--- src/rtl/riscv_pkg.sv ---
// ---------------------------------------------------------------------------
// riscv_pkg
// Shared definitions for the multi-cycle RISC-V control path:
//   - opcode_e      : base-ISA major opcodes (shared with the ALU)
//   - op_class_e    : instruction class produced by riscv_opcode_decode
//   - state_e       : control sequencer states
//   - fault_cause_e : fault code reported when the sequencer halts
//   - operand / write-back / PC-source select encodings
// ---------------------------------------------------------------------------
package riscv_pkg;

    typedef enum logic [6:0] {
        OPC_R     = 7'b0110011,
        OPC_I     = 7'b0010011,
        OPC_LOAD  = 7'b0000011,
        OPC_S     = 7'b0100011,
        OPC_B     = 7'b1100011,
        OPC_JAL   = 7'b1101111,
        OPC_JALR  = 7'b1100111,
        OPC_LUI   = 7'b0110111,
        OPC_AUIPC = 7'b0010111
    } opcode_e;

    typedef enum logic [3:0] {
        CLS_R       = 4'd0,
        CLS_I       = 4'd1,
        CLS_LOAD    = 4'd2,
        CLS_S       = 4'd3,
        CLS_B       = 4'd4,
        CLS_JAL     = 4'd5,
        CLS_JALR    = 4'd6,
        CLS_LUI     = 4'd7,
        CLS_AUIPC   = 4'd8,
        CLS_ILLEGAL = 4'd9
    } op_class_e;

    typedef enum logic [2:0] {
        ST_FETCH     = 3'd0,
        ST_DECODE    = 3'd1,
        ST_EXECUTE   = 3'd2,
        ST_MEM       = 3'd3,
        ST_WRITEBACK = 3'd4,
        ST_HALT      = 3'd5
    } state_e;

    typedef enum logic [1:0] {
        FC_NONE      = 2'd0,
        FC_ILLEGAL   = 2'd1,
        FC_IMEM_TO   = 2'd2,
        FC_DMEM_TO   = 2'd3
    } fault_cause_e;

    // ALU operand 1 select
    localparam logic [1:0] IN1_RS1   = 2'd0;
    localparam logic [1:0] IN1_PC    = 2'd1;
    localparam logic [1:0] IN1_UIMM  = 2'd2;

    // ALU operand 2 select
    localparam logic [1:0] IN2_RS2   = 2'd0;
    localparam logic [1:0] IN2_IMM   = 2'd1;
    localparam logic [1:0] IN2_UIMM  = 2'd2;
    localparam logic [1:0] IN2_FOUR  = 2'd3;

    // Register-file write-back source
    localparam logic [1:0] WB_ALU    = 2'd0;
    localparam logic [1:0] WB_LOAD   = 2'd1;
    localparam logic [1:0] WB_PC4    = 2'd2;

    // Next-PC source
    localparam logic [1:0] PC_PLUS4  = 2'd0;
    localparam logic [1:0] PC_BRANCH = 2'd1;
    localparam logic [1:0] PC_JALR   = 2'd2;

    // addi x0,x0,0 -- the IR holds this after reset
    localparam logic [31:0] NOP_INSTR = 32'h0000_0013;

    // True when the destination register field selects a writable register
    function automatic logic rd_writable(input logic [4:0] rd);
        return (rd != 5'd0);
    endfunction

endpackage

--- src/rtl/riscv_control_fsm_if.sv ---
// ---------------------------------------------------------------------------
// riscv_control_fsm_if
// Instruction/data memory handshake bundle between the control sequencer
// (master) and the memory side (slave).
//   imem_rdata  32  fetched instruction word          (slave -> master)
//   imem_valid   1  imem_rdata valid this cycle        (slave -> master)
//   imem_req     1  instruction fetch request          (master -> slave)
//   dmem_req     1  data access request                (master -> slave)
//   dmem_we      1  1 = store, 0 = load (with dmem_req)(master -> slave)
//   dmem_ready   1  data access complete this cycle    (slave -> master)
// ---------------------------------------------------------------------------
interface riscv_control_fsm_if;

    logic [31:0] imem_rdata;
    logic        imem_valid;
    logic        imem_req;
    logic        dmem_req;
    logic        dmem_we;
    logic        dmem_ready;

    modport master (
        input  imem_rdata,
        input  imem_valid,
        output imem_req,
        output dmem_req,
        output dmem_we,
        input  dmem_ready
    );

    modport slave (
        output imem_rdata,
        output imem_valid,
        input  imem_req,
        input  dmem_req,
        input  dmem_we,
        output dmem_ready
    );

endinterface

--- src/rtl/riscv_opcode_decode.sv ---
// ---------------------------------------------------------------------------
// riscv_opcode_decode
// Combinational classification of the IR major opcode.
//   opcode_i    7  ir[6:0]
//   op_class_o  4  instruction class (CLS_ILLEGAL for unsupported opcodes)
//   legal_o     1  opcode belongs to the supported base-ISA set
// ---------------------------------------------------------------------------
module riscv_opcode_decode
    import riscv_pkg::*;
(
    input  logic [6:0] opcode_i,
    output op_class_e  op_class_o,
    output logic       legal_o
);

    // Map the major opcode to its class; anything unlisted is illegal
    always_comb begin
        op_class_o = CLS_ILLEGAL;
        legal_o    = 1'b1;
        case (opcode_i)
            OPC_R:     op_class_o = CLS_R;
            OPC_I:     op_class_o = CLS_I;
            OPC_LOAD:  op_class_o = CLS_LOAD;
            OPC_S:     op_class_o = CLS_S;
            OPC_B:     op_class_o = CLS_B;
            OPC_JAL:   op_class_o = CLS_JAL;
            OPC_JALR:  op_class_o = CLS_JALR;
            OPC_LUI:   op_class_o = CLS_LUI;
            OPC_AUIPC: op_class_o = CLS_AUIPC;
            default: begin
                op_class_o = CLS_ILLEGAL;
                legal_o    = 1'b0;
            end
        endcase
    end

endmodule

--- src/rtl/riscv_control_fsm.sv ---
// ---------------------------------------------------------------------------
// riscv_control_fsm
// Multi-cycle control sequencer for the single-ALU RISC-V core. Steps each
// instruction through FETCH/DECODE/EXECUTE/MEM/WRITEBACK, latches the IR and
// drives ALU selects, register-file/PC strobes and memory requests. Halts
// with a sticky fault code on illegal opcodes or memory handshake timeouts.
//
// Parameters
//   MEM_TIMEOUT  wait cycles allowed in FETCH/MEM before fault (0 = never)
//   CNT_W        width of instret_count_o
// Ports
//   clk, rst          clock; asynchronous active-high reset
//   bus (master)      imem/dmem handshake bundle
//   alu_branch_hit_i  branch condition true
//   ir_o              latched instruction
//   alu_in1_sel_o     0=rs1 1=pc 2=U-imm
//   alu_in2_sel_o     0=rs2 1=I/S-imm 2=U-imm 3=const 4
//   wb_sel_o          0=alu 1=load data 2=pc+4
//   rf_we_o           register-file write strobe (never for rd=x0)
//   pc_we_o, pc_src_o PC write strobe; 0=pc+4 1=pc+B/J-imm 2=alu&~1
//   retire_o          one-cycle pulse per completed instruction
//   instret_count_o   retired-instruction counter (wraps)
//   fault_o           sticky halt flag
//   fault_cause_o     0=none 1=illegal 2=imem timeout 3=dmem timeout
// ---------------------------------------------------------------------------
module riscv_control_fsm
    import riscv_pkg::*;
#(
    parameter int MEM_TIMEOUT = 16,
    parameter int CNT_W       = 32
) (
    input  logic                 clk,
    input  logic                 rst,
    riscv_control_fsm_if.master  bus,
    input  logic                 alu_branch_hit_i,
    output logic [31:0]          ir_o,
    output logic [1:0]           alu_in1_sel_o,
    output logic [1:0]           alu_in2_sel_o,
    output logic [1:0]           wb_sel_o,
    output logic                 rf_we_o,
    output logic                 pc_we_o,
    output logic [1:0]           pc_src_o,
    output logic                 retire_o,
    output logic [CNT_W-1:0]     instret_count_o,
    output logic                 fault_o,
    output logic [1:0]           fault_cause_o
);

    localparam int WAIT_W = (MEM_TIMEOUT > 0) ? $clog2(MEM_TIMEOUT + 1) : 1;

    state_e             state_q, state_d;
    logic [31:0]        ir_q, ir_d;
    logic [WAIT_W-1:0]  wait_q, wait_d;
    logic [CNT_W-1:0]   instret_q, instret_d;
    logic               fault_q, fault_d;
    fault_cause_e       cause_q, cause_d;

    op_class_e          cls_s;
    logic               legal_s;
    logic [WAIT_W-1:0]  wait_inc_s;
    logic               timeout_s;
    logic               is_mem_op_s;

    // Ungated strobes; forced low below while reset is asserted
    logic               imem_req_s;
    logic               dmem_req_s;
    logic               dmem_we_s;
    logic               rf_we_s;
    logic               pc_we_s;
    logic [1:0]         pc_src_s;
    logic               retire_s;

    riscv_opcode_decode u_decode (
        .opcode_i   (ir_q[6:0]),
        .op_class_o (cls_s),
        .legal_o    (legal_s)
    );

    // The timeout fires on the wait cycle that would bring the count up to
    // MEM_TIMEOUT; a handshake in that same cycle is checked first and wins.
    assign wait_inc_s  = wait_q + WAIT_W'(1);
    assign timeout_s   = (MEM_TIMEOUT != 0) && (wait_inc_s == WAIT_W'(MEM_TIMEOUT));
    assign is_mem_op_s = (cls_s == CLS_LOAD) || (cls_s == CLS_S);

    // State, IR, wait counter, retire counter and fault registers
    always_ff @(posedge clk or posedge rst) begin
        if (rst) begin
            state_q   <= ST_FETCH;
            ir_q      <= NOP_INSTR;
            wait_q    <= '0;
            instret_q <= '0;
            fault_q   <= 1'b0;
            cause_q   <= FC_NONE;
        end else begin
            state_q   <= state_d;
            ir_q      <= ir_d;
            wait_q    <= wait_d;
            instret_q <= instret_d;
            fault_q   <= fault_d;
            cause_q   <= cause_d;
        end
    end

    // Next-state, IR capture, wait counting and fault capture
    always_comb begin
        state_d = state_q;
        ir_d    = ir_q;
        wait_d  = wait_q;
        fault_d = fault_q;
        cause_d = cause_q;
        case (state_q)
            ST_FETCH: begin
                if (bus.imem_valid) begin
                    ir_d    = bus.imem_rdata;
                    wait_d  = '0;
                    state_d = ST_DECODE;
                end else if (timeout_s) begin
                    wait_d  = '0;
                    fault_d = 1'b1;
                    cause_d = FC_IMEM_TO;
                    state_d = ST_HALT;
                end else begin
                    wait_d  = wait_inc_s;
                end
            end
            ST_DECODE: begin
                wait_d = '0;
                if (legal_s) begin
                    state_d = ST_EXECUTE;
                end else begin
                    fault_d = 1'b1;
                    cause_d = FC_ILLEGAL;
                    state_d = ST_HALT;
                end
            end
            ST_EXECUTE: begin
                wait_d = '0;
                if (cls_s == CLS_B) begin
                    state_d = ST_FETCH;
                end else if (is_mem_op_s) begin
                    state_d = ST_MEM;
                end else begin
                    state_d = ST_WRITEBACK;
                end
            end
            ST_MEM: begin
                if (bus.dmem_ready) begin
                    wait_d  = '0;
                    state_d = (cls_s == CLS_S) ? ST_FETCH : ST_WRITEBACK;
                end else if (timeout_s) begin
                    wait_d  = '0;
                    fault_d = 1'b1;
                    cause_d = FC_DMEM_TO;
                    state_d = ST_HALT;
                end else begin
                    wait_d  = wait_inc_s;
                end
            end
            ST_WRITEBACK: begin
                wait_d  = '0;
                state_d = ST_FETCH;
            end
            ST_HALT: begin
                wait_d  = '0;
                state_d = ST_HALT;
            end
            default: begin
                wait_d  = '0;
                state_d = ST_FETCH;
            end
        endcase
    end

    // Strobe decode from state and instruction class
    always_comb begin
        imem_req_s = 1'b0;
        dmem_req_s = 1'b0;
        dmem_we_s  = 1'b0;
        rf_we_s    = 1'b0;
        pc_we_s    = 1'b0;
        pc_src_s   = PC_PLUS4;
        retire_s   = 1'b0;
        case (state_q)
            ST_FETCH: begin
                imem_req_s = 1'b1;
            end
            ST_EXECUTE: begin
                if (cls_s == CLS_B) begin
                    pc_we_s  = 1'b1;
                    pc_src_s = alu_branch_hit_i ? PC_BRANCH : PC_PLUS4;
                    retire_s = 1'b1;
                end else begin
                    pc_we_s  = 1'b0;
                end
            end
            ST_MEM: begin
                dmem_req_s = 1'b1;
                dmem_we_s  = (cls_s == CLS_S);
                // A store completes in MEM; loads still need write-back
                if (bus.dmem_ready && (cls_s == CLS_S)) begin
                    pc_we_s  = 1'b1;
                    retire_s = 1'b1;
                end else begin
                    pc_we_s  = 1'b0;
                end
            end
            ST_WRITEBACK: begin
                rf_we_s  = rd_writable(ir_q[11:7]);
                pc_we_s  = 1'b1;
                retire_s = 1'b1;
                if (cls_s == CLS_JAL) begin
                    pc_src_s = PC_BRANCH;
                end else if (cls_s == CLS_JALR) begin
                    pc_src_s = PC_JALR;
                end else begin
                    pc_src_s = PC_PLUS4;
                end
            end
            default: begin
                imem_req_s = 1'b0;
            end
        endcase
    end

    // ALU operand and write-back selects, held from EXECUTE to WRITEBACK
    always_comb begin
        alu_in1_sel_o = IN1_RS1;
        alu_in2_sel_o = IN2_RS2;
        wb_sel_o      = WB_ALU;
        if ((state_q == ST_EXECUTE) || (state_q == ST_MEM) || (state_q == ST_WRITEBACK)) begin
            case (cls_s)
                CLS_I, CLS_LOAD, CLS_S, CLS_JALR: alu_in2_sel_o = IN2_IMM;
                CLS_LUI:   alu_in1_sel_o = IN1_UIMM;
                CLS_AUIPC: begin
                    alu_in1_sel_o = IN1_PC;
                    alu_in2_sel_o = IN2_UIMM;
                end
                CLS_JAL: begin
                    alu_in1_sel_o = IN1_PC;
                    alu_in2_sel_o = IN2_FOUR;
                end
                default: alu_in1_sel_o = IN1_RS1;
            endcase
            if (cls_s == CLS_LOAD) begin
                wb_sel_o = WB_LOAD;
            end else if ((cls_s == CLS_JAL) || (cls_s == CLS_JALR)) begin
                wb_sel_o = WB_PC4;
            end else begin
                wb_sel_o = WB_ALU;
            end
        end else begin
            wb_sel_o = WB_ALU;
        end
    end

    // Retired-instruction counter update
    always_comb begin
        if (retire_s) begin
            instret_d = instret_q + CNT_W'(1'b1);
        end else begin
            instret_d = instret_q;
        end
    end

    // Strobes are suppressed while reset is held so an abandoned
    // instruction never writes the PC or register file
    assign bus.imem_req    = imem_req_s & ~rst;
    assign bus.dmem_req    = dmem_req_s & ~rst;
    assign bus.dmem_we     = dmem_we_s  & ~rst;
    assign rf_we_o         = rf_we_s    & ~rst;
    assign pc_we_o         = pc_we_s    & ~rst;
    assign retire_o        = retire_s   & ~rst;
    assign pc_src_o        = pc_src_s;
    assign ir_o            = ir_q;
    assign instret_count_o = instret_q;
    assign fault_o         = fault_q;
    assign fault_cause_o   = cause_q;

endmodule

--- src/flat_wrapper.sv ---
// flat-port wrapper written by rule: the top's interface ports become plain ports
module riscv_control_fsm_flat import riscv_pkg::*;
#(
    parameter int MEM_TIMEOUT = 16,
    parameter int CNT_W       = 32
)
  (clk, rst, alu_branch_hit_i, ir_o, alu_in1_sel_o, alu_in2_sel_o, wb_sel_o, rf_we_o, pc_we_o, pc_src_o, retire_o, instret_count_o, fault_o, fault_cause_o, bus_imem_rdata, bus_imem_valid, bus_imem_req, bus_dmem_req, bus_dmem_we, bus_dmem_ready);
  riscv_control_fsm_if bus_i ();
  input  logic clk;
  input  logic rst;
  input  logic alu_branch_hit_i;
  output logic [31:0] ir_o;
  output logic [1:0] alu_in1_sel_o;
  output logic [1:0] alu_in2_sel_o;
  output logic [1:0] wb_sel_o;
  output logic rf_we_o;
  output logic pc_we_o;
  output logic [1:0] pc_src_o;
  output logic retire_o;
  output logic [CNT_W-1:0] instret_count_o;
  output logic fault_o;
  output logic [1:0] fault_cause_o;
  input wire logic [$bits(bus_i.imem_rdata)-1:0] bus_imem_rdata;
  input wire logic [$bits(bus_i.imem_valid)-1:0] bus_imem_valid;
  output wire logic [$bits(bus_i.imem_req)-1:0] bus_imem_req;
  output wire logic [$bits(bus_i.dmem_req)-1:0] bus_dmem_req;
  output wire logic [$bits(bus_i.dmem_we)-1:0] bus_dmem_we;
  input wire logic [$bits(bus_i.dmem_ready)-1:0] bus_dmem_ready;
  assign bus_i.imem_rdata = bus_imem_rdata;
  assign bus_i.imem_valid = bus_imem_valid;
  assign bus_imem_req = bus_i.imem_req;
  assign bus_dmem_req = bus_i.dmem_req;
  assign bus_dmem_we = bus_i.dmem_we;
  assign bus_i.dmem_ready = bus_dmem_ready;
  riscv_control_fsm #(.MEM_TIMEOUT(MEM_TIMEOUT), .CNT_W(CNT_W)) u_core (.clk(clk), .rst(rst), .bus(bus_i), .alu_branch_hit_i(alu_branch_hit_i), .ir_o(ir_o), .alu_in1_sel_o(alu_in1_sel_o), .alu_in2_sel_o(alu_in2_sel_o), .wb_sel_o(wb_sel_o), .rf_we_o(rf_we_o), .pc_we_o(pc_we_o), .pc_src_o(pc_src_o), .retire_o(retire_o), .instret_count_o(instret_count_o), .fault_o(fault_o), .fault_cause_o(fault_cause_o));
endmodule
--- config.mk ---
export PLATFORM = sky130hd
export DESIGN_NAME = riscv_control_fsm_flat
export DESIGN_NICKNAME = d
export VERILOG_FILES = /design/src/rtl/riscv_pkg.sv /design/src/rtl/riscv_control_fsm_if.sv /design/src/rtl/riscv_opcode_decode.sv /design/src/rtl/riscv_control_fsm.sv /design/src/flat_wrapper.sv
export SDC_FILE = /design/constraint.sdc
export NUM_CORES = 1
export LEC_CHECK = 0
export ABC_CLOCK_PERIOD_IN_PS = 6880
export BUFFER_PORTS_ARGS = -buffer_cell sky130_fd_sc_hd__buf_2
export CORE_ASPECT_RATIO = 1.5
export CORE_UTILIZATION = 30
export CTS_CLUSTER_DIAMETER = 100
export DETAILED_ROUTE_END_ITERATION = 10
export GPL_ROUTABILITY_DRIVEN = 1
export SETUP_SLACK_MARGIN = 0.5
export SYNTH_ARGS = -nofsm -noshare
export SYNTH_HDL_FRONTEND = slang
export SYNTH_SLANG_ARGS = --single-unit
--- constraint.sdc ---
create_clock -name clk -period 6.88 [get_ports clk]
set_clock_uncertainty 0.2 [all_clocks]
set_input_delay 0.688 -clock clk [delete_from_list [all_inputs] [get_ports clk]]
set_output_delay 0.688 -clock clk [all_outputs]
set_load 0.02 [all_outputs]
## Word level (Yosys, flattened, before mapping)

Cells that the tools add are included.

| storage, ports and cells | value |
|---|---|
| logic and storage cells | 100 |
| output and inout port bits | 81 |
| bits in registers | 75 |

| operators by class | value |
|---|---|
| reduce and logical (&&, ||, !) cells | 14 |
| $add $sub $neg | 2 |
| bitwise operators | 6 |
| multiplexer cells | 44 |
| equality and inequality tests | 28 |

Operator list:

| cell | count |
|---|---|
| $pmux W4 S9 | 1 |
| $add A32 B1 Y32 const B | 1 |
| $mux W2 | 13 |
| $eq A7 B6 Y1 const B | 3 |
| $eq A7 B7 Y1 const B | 3 |
| $mux W3 | 7 |
| $eq A4 B3 Y1 const B | 4 |
| $mux W5 | 3 |
| $pmux W3 S5 | 1 |
| $eq A7 B5 Y1 const B | 2 |
| $mux W1 | 12 |
| $pmux W2 S3 | 2 |
| $pmux W5 S2 | 1 |
| $reduce_or A9 Y1 | 1 |
| $eq A4 B2 Y1 const B | 2 |
| $pmux W2 S2 | 2 |
| $eq A7 B2 Y1 const B | 1 |
| $eq A3 B2 Y1 const B | 2 |
| $eq A3 B3 Y1 const B | 2 |
| $ne A2 B2 Y1 const B | 3 |
| $pmux W1 S3 | 2 |
| $reduce_and A6 Y1 | 1 |
| $add A5 B1 Y5 const B | 1 |
| $and A1 B1 Y1 | 5 |
| other kinds (15) | 19 |

## Depth between registers and ports, before layout

Gate-level depths: netlist (run 1).

| logic depth | value |
|---|---|
| depth after elaboration | 7 |
| mapped depth | 7 |
| mapped depth without buffers | 5 |

## By module

From an unflattened synthesis (run 1), not the netlist that was laid out.

| second synthesis, totals | value |
|---|---|
| cell total of the unflattened synthesis | 331 |
| area, all modules | 3647.2 um2 |

Modules (own cells, without submodules):

| module | sequential area each (um2) | cells an instance | times used | area an instance (um2) |
|---|---|---|---|---|
| riscv_control_fsm | 1880.6 | 307 | 1 | 3493.4 |
| riscv_opcode_decode | 0.0 | 24 | 1 | 153.9 |

## Worst setup path after synthesis (run 1)

No wires, ideal clock.

| timing | value |
|---|---|
| path kind | register to output |
| start point | register u_core.ir_q[3] (netlist: u_core.ir_o[3]) |
| end point | output port retire_o |
| path buffers | 2 |
| data required time | 5992 ps |
| data arrival time | 2210 ps |
| cell stages (with the launch flop) | 7 |
| path slack | 3782 ps |
| path through | dfrtp_1 > clkbuf_1 > or4b_4 > nor4_4 > nor2_2 > nor2_1 > buf_4 |

| between the ends | value |
|---|---|
| longest elaborated chain between the ends | 7 |
| elaborated cells between the ends (all ways) | 17 |
| those cells by class | eq/ne (11); mux (4); bitwise (1); reduce/logical (1) |

RTL lines:

| item | RTL line | text |
|---|---|---|
| start, declared | riscv_control_fsm.sv:52 | `logic [31:0] ir_q, ir_d;` |
| start signal, assigned | riscv_control_fsm.sv:96 | `ir_q <= ir_d;` |
| $eq A7 B5 Y1, or another cell as far along | riscv_opcode_decode.sv:20 | `case (opcode_i)` |
| $pmux W4 S9 * | riscv_opcode_decode.sv:20 |  |
| $eq A4 B2 Y1 | riscv_control_fsm.sv:200 | `if (bus.dmem_ready && (cls_s == CLS_S)) begin` |
| $logic_and A1 B1 Y1 | riscv_control_fsm.sv:200 |  |
| $mux W1 | n/a |  |
| $pmux W1 S3 * | n/a |  |
| $and A1 B1 Y1 * | n/a |  |
| end, declared | flat_wrapper.sv:19 | `output logic retire_o;` |

Mark *: on every way between the ends. The rest lies on a longest branch, timed or not.

## Final worst setup path (run 1)

| timing | value |
|---|---|
| start point | register u_core.state_q[0] |
| end point | output port retire_o |

| between the ends | value |
|---|---|
| longest elaborated chain between the ends | 3 |
| elaborated cells between the ends (all ways) | 5 |
| those cells by class | eq/ne (3); mux (1); bitwise (1) |

RTL lines:

| item | RTL line | text |
|---|---|---|
| start, declared | riscv_control_fsm.sv:51 | `state_e state_q, state_d;` |
| start signal, assigned | riscv_control_fsm.sv:95 | `state_q <= state_d;` |
| $eq A3 B3 Y1 or $eq A3 B2 Y1 (tied branches) | riscv_control_fsm.sv:183 | `case (state_q)` |
| $pmux W1 S3 * | riscv_control_fsm.sv:183 |  |
| $and A1 B1 Y1 * | riscv_control_fsm.sv:272 | `assign retire_o = retire_s & ~rst;` |

Marked as above.

==> results of run 1 <==
## stage by stage
step | hold WS, ns | setup slack [ns]
3_3_place_gp | 0.251 | 3.87
2_1_floorplan | 0.264 | 3.78
6_report | 0.218 | 3.55
5_1_grt | 0.265 | 3.36
4_1_cts | 0.229 | 3.56
3_5_place_dp | 0.261 | 3.84
## worst max path at each step
stage	to	start	slack (ns)
after floorplan	retire_o	u_core.ir_o[3]	3.78
after global placement	retire_o	bus_dmem_ready	3.87
after detailed placement	retire_o	bus_dmem_ready	3.84
after CTS	retire_o	u_core.state_q[0]	3.56
after global routing	pc_we_o	u_core.state_q[0]	3.36
final	retire_o	u_core.state_q[0]	3.55
## sequential cells by signal, indices dropped and copies added, names as in the netlist
register	flops
u_core.fault_o	1
u_core.state_q	3
u_core.wait_q	5
u_core.ir_o	32
u_core.fault_cause_o	2
u_core.instret_count_o	32
## kinds of logic after synthesis
group,after synthesis,share of synthesized area (%)
simple gates,126,20.1
xor+xnor,33,7.98
compound gates,29,5.98
buf+inv,24,2.77
flops,75,52.0
mux,34,10.5
fa+ha+maj,2,0.691
## worst reg2reg max path, cell delays in order, from the launching register on
cell and delay [ns]:
dfrtp_1 0.66, nand4b_1 0.24, o41ai_2 0.64, o21ai_2 0.36, nor4_2 0.37, xor2_1 0.16
## report_power, final
group	internal [mW]	switching, mW	total (mW)	leakage (nW)
Sequential	0.572	0.138	0.710	0.929
Combinational	0.261	0.371	0.632	1.09
Clock	0.241	0.176	0.417	0.128
## cell usage after synthesis (3+ instances only)
cell type and count:
a31oi_1 3, dfstp_2 3, nand2b_1 11, nor3_1 10, and2_1 3, xnor2_1 15, mux2_2 32, xor2_1 18
a21oi_1 3, nor4_2 6, inv_1 10, nand2_1 22, nand4_1 7, and3_1 3, dfrtp_1 72, o21ai_0 5
nor3_2 3, clkbuf_1 9, nand3_1 19, nor2_1 26
## metal layers
metal / vias to the layer above / share of wire [%] / routed length [µm] / global-route usage [%]
li1: 1368 / - / - / -
met3: 13 / 5.8 / 503 / 4.17
met2: 103 / 50 / 4330 / 23.9
met4: 0 / 1.9 / 165 / 6.61
met5: - / 0 / 0 / 0
met1: 1402 / 42 / 3630 / 18.4
## cells in the final DEF, fill, tap and decap left out, types with 10 or more instances in the layout
cell type and instances:
nand2_1 22, xor2_1 18, nand3_1 19, xnor2_1 15
mux2_2 32, dfrtp_1 72, nand2b_1 11, nor2_1 26
buf_2 117, nor3_1 10
## layout make-up
class                           count  area [µm²]
Timing Repair Buffer              119         601
Multi-Input combinational cell    224        1650
Clock inverter                      5        31.3
Fill cell                        1162        7040
Clock buffer                       10         229
Inverter                           10        37.5
Sequential cell                    75        1880
Tap cell                          150         188
==> run metrics, run 1 <==
outcome=completed; Resized Gates After CTS=0; number of distinct library cells after synthesis=53; maximum cell stage delay along the critical path=0.66 ns; max-slew headroom at the worst pin=50.2%; total negative setup slack=0 ns; Worst-Skew Late Latency=0.33 ns; layout cells sized above 1=42.9%; Slew @ Worst Pin=0.746 ns; hold-fix buffer count after cts=0; Top Family by Delay on Critical Path=flip-flops; first-pass GRT wire length=14400 µm; worst supply voltage drop on vdd=0.000183 V; clock root buffer=clkbuf_16; via count=2886; Detailed Place HPWL=6440 µm; final core utilization=39.6%; post-synth top area cell=dfrtp_1; synth warn=0; achievable clock frequency=0.301 GHz; clock-pin slew on the worst setup and hold paths=0.06 ns; min Tclk post-route=3.33 ns; cell count after synthesis=323; post-synth top area share=49.8%; sequential-to-total area share from yosys stat=52.0%; startpoint types=register; design area=4610 µm²; placed cell count=578; number of clock buffers inserted by TritonCTS=9; via count of the first global-routing pass=2897; synthesized cell area=3620 µm²; number of rows in the core area=48; CP arrival=2.44 ns; detailed-route wire length=8630 µm; Pre-Repair DR Iteration Count=4; I/O pin cnt=118; Syn Area/Cell=11.2 µm²; DRC violations left=0; overall fraction of global-route tracks in use=14.8%; ranking of synthesized cells by area=dfrtp_1 (50%), mux2_2 (10%), xor2_1 (4.4%), xnor2_1 (3.6%), nor2_1 (2.7%); post-synthesis async set-or-reset flop share=100%; layout net count=478; first-iteration detailed-routing DRC count=81; cell leakage power=2.15 nW; WP depth=5; sequence of cells on the critical path=nand4b_1, o41ai_2, nor2_2, nor2_1, buf_2; capturing element type of the critical path=output port; pwr/cell area=381 nW/µm²; weighted congestion at the end of routability-driven global placement=0.877; Area after DPL=4350 µm²; number of sinks handled by clock tree synthesis=75; post-synthesis sequential element count=75; antenna fix cells=0; synth-to-layout area growth=27.5%; CTS H-tree lvls=3; cell count of the worst reg-to-reg path=5; IO Port Bufs=117; unrepaired setup endpoints after global routing=false; number of endpoints with negative hold slack in the final report=0; WP data required=5.99 ns; Initial Utilization=31.1%; number of enable-type register cells in the synthesized netlist=0; max-slew violation total from the final report=0; R2R setup slack=4.18 ns; Die H=137 µm; Worst R2R Start=u_core.state_q[0]; total of max-cap violations=0; post-detailed-route count of antenna-violating nets=0; die footprint=12500 µm²; ratio of final minimum period to clock period=48.4%; largest net degree at the start of global routing=57; final routed wire length divided by cell count=14.5 µm; primary flip-flop cell chosen by synthesis mapping=dfrtp_1; final-report setup violation count=0; maximum fanout count along the critical path=16; R2R Path End=u_core.instret_count_o[25]; initial antenna violation count=0; area of the core region=11700 µm²; total power of the final layout=1.76 mW; final cell count without fillers=593; Longest Clk Path Bufs=2; net count after synthesis=362; path type of the worst min-delay path=primary input to async pin; Critical path buffers and inverters=1; CTS tree=built; setup bufs post-CTS=0; GRT Residual Overflow=0; die extent in x=91.7 µm; average vias per placed instance=4.87; critical path type=register to output port; slowest stage cell on the critical path=dfrtp_1
Note: power is estimated with default switching activity, not from simulation.
==> inputs of run 2 (changes only) <==
--- a/config.mk
+++ b/config.mk
@@ -5,7 +5,8 @@
 export SDC_FILE = /design/constraint.sdc
 export NUM_CORES = 1
 export LEC_CHECK = 0
-export ABC_CLOCK_PERIOD_IN_PS = 6880
+export ABC_AREA = 1
+export ABC_CLOCK_PERIOD_IN_PS = 3100
 export BUFFER_PORTS_ARGS = -buffer_cell sky130_fd_sc_hd__buf_2
 export CORE_ASPECT_RATIO = 1.5
 export CORE_UTILIZATION = 30
==> constraint.sdc (replaced) <==
create_clock -name clk -period 3.1 [get_ports clk]
set_clock_uncertainty 0.2 [all_clocks]
set_input_delay 0.31 -clock clk [delete_from_list [all_inputs] [get_ports clk]]
set_output_delay 0.31 -clock clk [all_outputs]
set_load 0.02 [all_outputs]
==> run 2 against run 1 <==
Effect of this change:
- die area increased by 12%
- combinational power increased by 130%
- final cell count up 43%
- worst hold slack got worse by 0.12 ns
- critical path depth is 5 higher
- via count increased by 39%
- setup slack worse by 3.0 ns
- critical path type unchanged
- largest cell class is now multi-input combinational cells
==> run metrics, run 2 <==
origin of the worst setup path=u_core.ir_o[1]; DRC violations left=0 (unchanged); critical path type=register to output port; Pre-Repair DR Iteration Count=4 (unchanged); number of endpoints with negative hold slack in the final report=0 (unchanged); post-synthesis async set-or-reset flop share=100% (unchanged); R2R Path End=u_core.instret_count_o[13]; overall fraction of global-route tracks in use=17.4% (+2.6 points); number of distinct library cells after synthesis=34 (-36%); pwr/cell area=746 nW/µm² (+96%); antenna fix cells=0 (unchanged); Syn Area/Cell=7.65 µm² (-32%); post-detailed-route count of antenna-violating nets=0 (unchanged); end point of the critical path=alu_in1_sel_o[1]; net count after synthesis=568 (+57%); capturing element type of the critical path=output port; outcome=completed; Initial Utilization=31.0% (-0.12 points); number of enable-type register cells in the synthesized netlist=0 (unchanged); total of max-cap violations=0 (unchanged); WP data required=2.59 ns (-3.40 ns); sequential-to-total area share from yosys stat=46.4% (-5.5 points); layout cells sized above 1=25.3% (-18 points); ratio of final minimum period to clock period=81.6%; achievable clock frequency=0.395 GHz; layout net count=723 (+51%); synthesized cell area=4050 µm² (+12%); R2R setup slack=0.76 ns (-3.42 ns); primary flip-flop cell chosen by synthesis mapping=dfrtp_1; Synth top cells by count=nand2_1 (215), dfrtp_1 (72), nor2_1 (57); number of sinks handled by clock tree synthesis=75 (unchanged); via count=4008 (+39%); CP arrival=2.02 ns (-0.42 ns); maximum fanout count along the critical path=6 (-10); synth warn=0 (unchanged); average vias per placed instance=4.73 (-2.9%); final routed wire length divided by cell count=13.8 µm (-5.2%); count leader, synth=nand2_1; detailed-route wire length=11700 µm (+36%); max-slew violation total from the final report=0 (unchanged); Worst-Skew Late Latency=0.33 ns (about the same); via count of the first global-routing pass=4118 (+42%); unrepaired setup endpoints after global routing=true; area of the core region=13100 µm² (+12%); ranking of synthesized cells by area=dfrtp_1 (44%), nand2_1 (20%), nor2_1 (5.3%), xnor2_1 (4.8%), inv_1 (3.5%); first-pass GRT wire length=19500 µm (+35%); clock root buffer=clkbuf_16; cell count of the worst reg-to-reg path=10 (+5); weighted congestion at the end of routability-driven global placement=0.912 (+4.0%); startpoint types=register; post-synth top area share=44.5% (-5.3 points); max-slew headroom at the worst pin=34.9% (-15 points); cell count after synthesis=529 (+64%); Worst R2R Start=u_core.ir_o[1]; number of rows in the core area=51 (+6.3%); Detailed Place HPWL=8120 µm (+26%); min Tclk post-route=2.53 ns; die footprint=14000 µm² (+12%); synth-to-layout area growth=35.4%; total power of the final layout=4.09 mW (+130%); IO Port Bufs=117 (unchanged); Die H=144 µm (+5.7%); total negative setup slack=0 ns (unchanged); path type of the worst min-delay path=primary input to register; initial antenna violation count=0 (unchanged); CTS H-tree lvls=3 (unchanged); worst supply voltage drop on vdd=0.000339 V (+85%); Fin Hold WS=0.0983 ns (-0.120 ns); number of clock buffers inserted by TritonCTS=9 (unchanged); cell leakage power=2.84 nW (+32%); final-report setup violation count=0 (unchanged); post-synthesis sequential element count=75 (unchanged); first-iteration detailed-routing DRC count=178 (+120%); Longest Clk Path Bufs=2 (unchanged); GRT Residual Overflow=0 (unchanged); most common cell after layout, fill and taps aside=nand2_1; filler cell count=1287 (+11%); I/O pin cnt=118 (unchanged); post-synth top area cell=dfrtp_1; largest net degree at the start of global routing=76 (+33%); final core utilization=41.9% (+2.3 points); highest-count cells in the layout ignoring fill and taps=nand2_1 (213), buf_2 (117), dfrtp_1 (72), nor2_1 (56), inv_1 (37); clock-pin slew on the worst setup and hold paths=0.06 ns (about the same); CTS tree=built; die extent in x=96.9 µm (+5.6%); Slew @ Worst Pin=0.977 ns (+0.230 ns)
## run 2: metrics by stage
step | setup WS (ns) | std cells | instance area, µm²
2_1_floorplan | 0.691 | 529 | 4050
3_3_place_gp | 0.813 | 794 | 4770
3_5_place_dp | 0.758 | 794 | 4770
4_1_cts | 0.508 | 844 | 5450
5_1_grt | 0.428 | 848 | 5480
6_report | 0.572 | 848 | 5480
## run 2: area by class of cell
type | count | area, µm² | area share (%)
multi-input combinational | 400 | 1950 | 35.6
sequential | 75 | 1880 | 34.3
timing repair buffer | 157 | 966 | 17.6
clock buffer | 10 | 239 | 4.36
tap | 159 | 199 | 3.63
inverter | 41 | 158 | 2.88
clock inverter | 6 | 88.8 | 1.62
## run 2: critical path: stages (launching register included)
cell,delay [ns]
dfstp_2,0.54
nand2_1,0.11
nor2_1,0.24
nand2_2,0.14
nand2_1,0.12
nor2_1,0.05
nand3_1,0.12
nand3_1,0.09
nand3_1,0.07
nor2_1,0.04
buf_2,0.16
## run 2: logic make-up after synthesis
kind of cell,after synthesis,share of synthesized area [%]
and+or+nand+nor,346,37.4
DFF,75,46.4
buffers and inverters,55,6.03
xor gates and xnor gates,32,6.92
AOI/OAI and AO/OA,19,2.60
adders and majority gates,2,0.618
## run 2: timing repair
item                                   4_1_cts  5_1_grt
setup endpoints to repair                    8        8
gates cloned                                 1        0
resized for setup                            3        1
endpoints found under the hold margin       32        0
hold buffers                                32        0
pin swaps                                    1        0
setup buffers                                1        4
## run 2: per-layer routing
metal  share of wire, %  global-route usage [%]
met1                 42                    20.1
met2                 50                    31.4
met3                6.5                    4.20
met4                1.6                    6.13
met5                  0                       0
## run 2: worst min path at each step
stage	depth (start not counted)	end	slack, ns	from
2_1_floorplan	2	u_core.ir_o[0]	0.21	bus_imem_rdata[0]
3_5_place_dp	2	u_core.ir_o[30]	0.25	u_core.ir_o[30]
6_report	4	u_core.state_q[1]	0.1	bus_dmem_ready
4_1_cts	4	u_core.state_q[1]	0.08	bus_dmem_ready
5_1_grt	4	u_core.state_q[1]	0.12	bus_dmem_ready
3_3_place_gp	2	u_core.ir_o[31]	0.25	u_core.ir_o[31]
## run 2: power breakdown
group | switching, mW | internal (mW)
Sequential | 0.218 | 1.25
Clock | 0.415 | 0.726
Combinational | 1.01 | 0.477
Total | 1.64 | 2.45
==> inputs of run 3 (changes only) <==
--- a/config.mk
+++ b/config.mk
@@ -6,7 +6,7 @@
 export NUM_CORES = 1
 export LEC_CHECK = 0
 export ABC_AREA = 1
-export ABC_CLOCK_PERIOD_IN_PS = 3100
+export ABC_CLOCK_PERIOD_IN_PS = 2130
 export BUFFER_PORTS_ARGS = -buffer_cell sky130_fd_sc_hd__buf_2
 export CORE_ASPECT_RATIO = 1.5
 export CORE_UTILIZATION = 30
==> constraint.sdc (replaced) <==
create_clock -name clk -period 2.13 [get_ports clk]
set_clock_uncertainty 0.2 [all_clocks]
set_input_delay 0.213 -clock clk [delete_from_list [all_inputs] [get_ports clk]]
set_output_delay 0.213 -clock clk [all_outputs]
set_load 0.02 [all_outputs]
==> run 3 against run 2 <==
Effect of this change:
- the run now ends with negative setup slack left
- die area unchanged
- routed wire length increased by 19%
- combinational power increased by 140%
- register-to-register slack got worse by 0.71 ns
- sequential cell count unchanged
- global-route usage increased by 2.3 points
- clock-buffer cell count decreased by 1
- worst hold slack improved by 0.028 ns
- critical path type unchanged
- largest cell class unchanged
==> run metrics, run 3 (same netlist as run 2, synthesis figures left out) <==
number of sinks handled by clock tree synthesis=75 (unchanged); Die H=144 µm (unchanged); synth-to-layout area growth=73.3%; die extent in x=96.9 µm (unchanged); worst supply voltage drop on vdd=0.000695 V (+100%); average vias per placed instance=4.81 (+1.7%); max-slew violation total from the final report=0 (unchanged); weighted congestion at the end of routability-driven global placement=0.958 (+5.0%); DRC violations left=0 (unchanged); R2R Path End=u_core.instret_count_o[14]; number of rows in the core area=51 (unchanged); initial antenna violation count=0 (unchanged); Longest Clk Path Bufs=2 (unchanged); hold path depth=5 (+1); Slew @ Worst Pin=0.441 ns (-0.536 ns); filler cell count=1108 (-14%); final-report setup violation count=1 (+1); critical path type=register to output port; highest-count cells in the layout ignoring fill and taps=nand2_1 (161), buf_2 (103), dfrtp_1 (68), nor2_1 (42), nand2_2 (39); I/O pin cnt=118 (unchanged); slowest stage cell on the critical path=dfstp_2; Worst-Skew Late Latency=0.34 ns (about the same); max-slew headroom at the worst pin=70.3% (+35 points); overall fraction of global-route tracks in use=19.7% (+2.3 points); layout net count=783 (+8.3%); IO Port Bufs=117 (unchanged); maximum cell stage delay along the critical path=0.56 ns (+0.02 ns); CTS tree=built; number of endpoints with negative hold slack in the final report=0 (unchanged); R2R setup slack=0.05 ns (-0.71 ns); unrepaired setup endpoints after global routing=true; min Tclk post-route=2.24 ns; maximum fanout count along the critical path=4 (-2); start point of the worst hold path=bus_dmem_ready; clock root buffer=clkbuf_16; Pre-Repair DR Iteration Count=6 (+2); Detailed Place HPWL=8670 µm (+6.8%); path type of the worst min-delay path=primary input to register; via count of the first global-routing pass=4570 (+11%); origin of the worst setup path=u_core.ir_o[1]; pwr/cell area=1070 nW/µm² (+43%); die footprint=14000 µm² (unchanged); Worst R2R Start=u_core.ir_o[1]; number of clock buffers inserted by TritonCTS=9 (unchanged); post-detailed-route count of antenna-violating nets=0 (unchanged); antenna fix cells=0 (unchanged); Hold Path Sink=u_core.state_q[2]; detailed-route wire length=14000 µm (+19%); WP data required=1.72 ns (-0.87 ns); final core utilization=53.6% (+12 points); total power of the final layout=7.49 mW (+83%); Worst Setup Slack, final=-0.114 ns (-0.685 ns); layout cells sized above 1=47.3% (+22 points); ratio of final minimum period to clock period=105%; final routed wire length divided by cell count=15.4 µm (+12%); achievable clock frequency=0.446 GHz; cell leakage power=3.52 nW (+24%); capturing element type of the critical path=output port; CTS H-tree lvls=3 (unchanged); GRT Residual Overflow=0 (unchanged); most common cell after layout, fill and taps aside=nand2_1; area of the core region=13100 µm² (unchanged); Initial Utilization=31.0% (unchanged); largest net degree at the start of global routing=55 (-28%); cell count of the worst reg-to-reg path=12 (+2); first-pass GRT wire length=21900 µm (+13%); outcome=complete, but fails checks; first-iteration detailed-routing DRC count=106 (-40%); failing checks=negative setup slack; total of max-cap violations=0 (unchanged); startpoint types=register; CP arrival=1.83 ns (-0.19 ns); sequence of cells on the critical path=nand2_4, nor2_4, inv_2, nor2_1, nor2_1, nand3_1, nand3_1, nand3_2, nor2_4, buf_6; via count=4363 (+8.9%); clock-pin slew on the worst setup and hold paths=0.07 ns (about the same)
run 3: cell types whose count changed in the layout (fill, tap and decap cells not counted), moves of 15 or more:
cell and change:
nand2_4 +18, buf_6 +28, nand2_2 +33, nor2_4 +15, nand2_1 -52, buf_4 +28
run 3: worst max-delay path by stage:
stage / slack, ns / endpoint / cells past startpoint
6_report: -0.11 / alu_in1_sel_o[1] / 10
5_1_grt: -0.18 / alu_in1_sel_o[1] / 10
4_1_cts: -0.07 / alu_in1_sel_o[1] / 9
3_5_place_dp: 0.10 / alu_in1_sel_o[1] / 9
3_3_place_gp: 0.17 / alu_in1_sel_o[1] / 9
2_1_floorplan: -0.02 / retire_o / 4
run 3: metal layers:
metal  global-route usage (%)  wire length (µm)  vias up
li1                         -                 -     2091
met1                     20.6              5230     2076
met2                     36.7              7580      162
met3                     4.74               688       34
met4                     9.74               473        0
met5                        0                 0        -
run 3: layout make-up:
class	instances	area, µm²	area share, %
Clock buffer	9	225	3.21
Clock inverter	7	124	1.77
Inverter	41	190	2.71
Multi-Input combinational cell	399	2630	37.4
Sequential cell	75	1890	26.9
Tap cell	159	199	2.84
Timing Repair Buffer	217	1760	25.1
Timing Repair inverter	1	3.75	0.0535
run 3: through the flow:
step | instance area [µm²] | cells | setup TNS, ns | setup WS (ns) | hold WS (ns)
floorplan | 4290 | 529 | -0.0233 | -0.0233 | 0.109
global placement | 5130 | 810 | 0 | 0.170 | 0.213
detailed placement | 5130 | 810 | 0 | 0.103 | 0.220
CTS | 6570 | 896 | -0.124 | -0.0658 | 0.0962
global route | 7020 | 908 | -0.644 | -0.184 | 0.163
finish | 7020 | 908 | -0.114 | -0.114 | 0.127
run 3: worst max-delay path, delay by kind of cell, from the launching register on:
| family | cells | cell delay [ns] |
|---|---|---|
| buf+inv | 2 | 0.22 |
| simple gates | 8 | 0.72 |
| flops | 1 | 0.56 |
run 3: repair_timing:
| action | 4_1_cts | 5_1_grt |
|---|---|---|
| resized for setup | 113 | 91 |
| hold buffers | 35 | 0 |
| endpoints found under the hold margin | 106 | 0 |
| pin swaps | 22 | 29 |
| buffers inserted | 30 | 12 |
| endpoints found under the setup margin | 89 | 88 |
| gates cloned | 5 | 0 |
run 3: where the power goes:
group / leakage, nW / switching, mW / internal [mW]
registers: 0.957 / 0.357 / 1.82
logic: 2.40 / 2.06 / 1.44
clock network: 0.166 / 0.659 / 1.15
total: 3.52 / 3.08 / 4.41
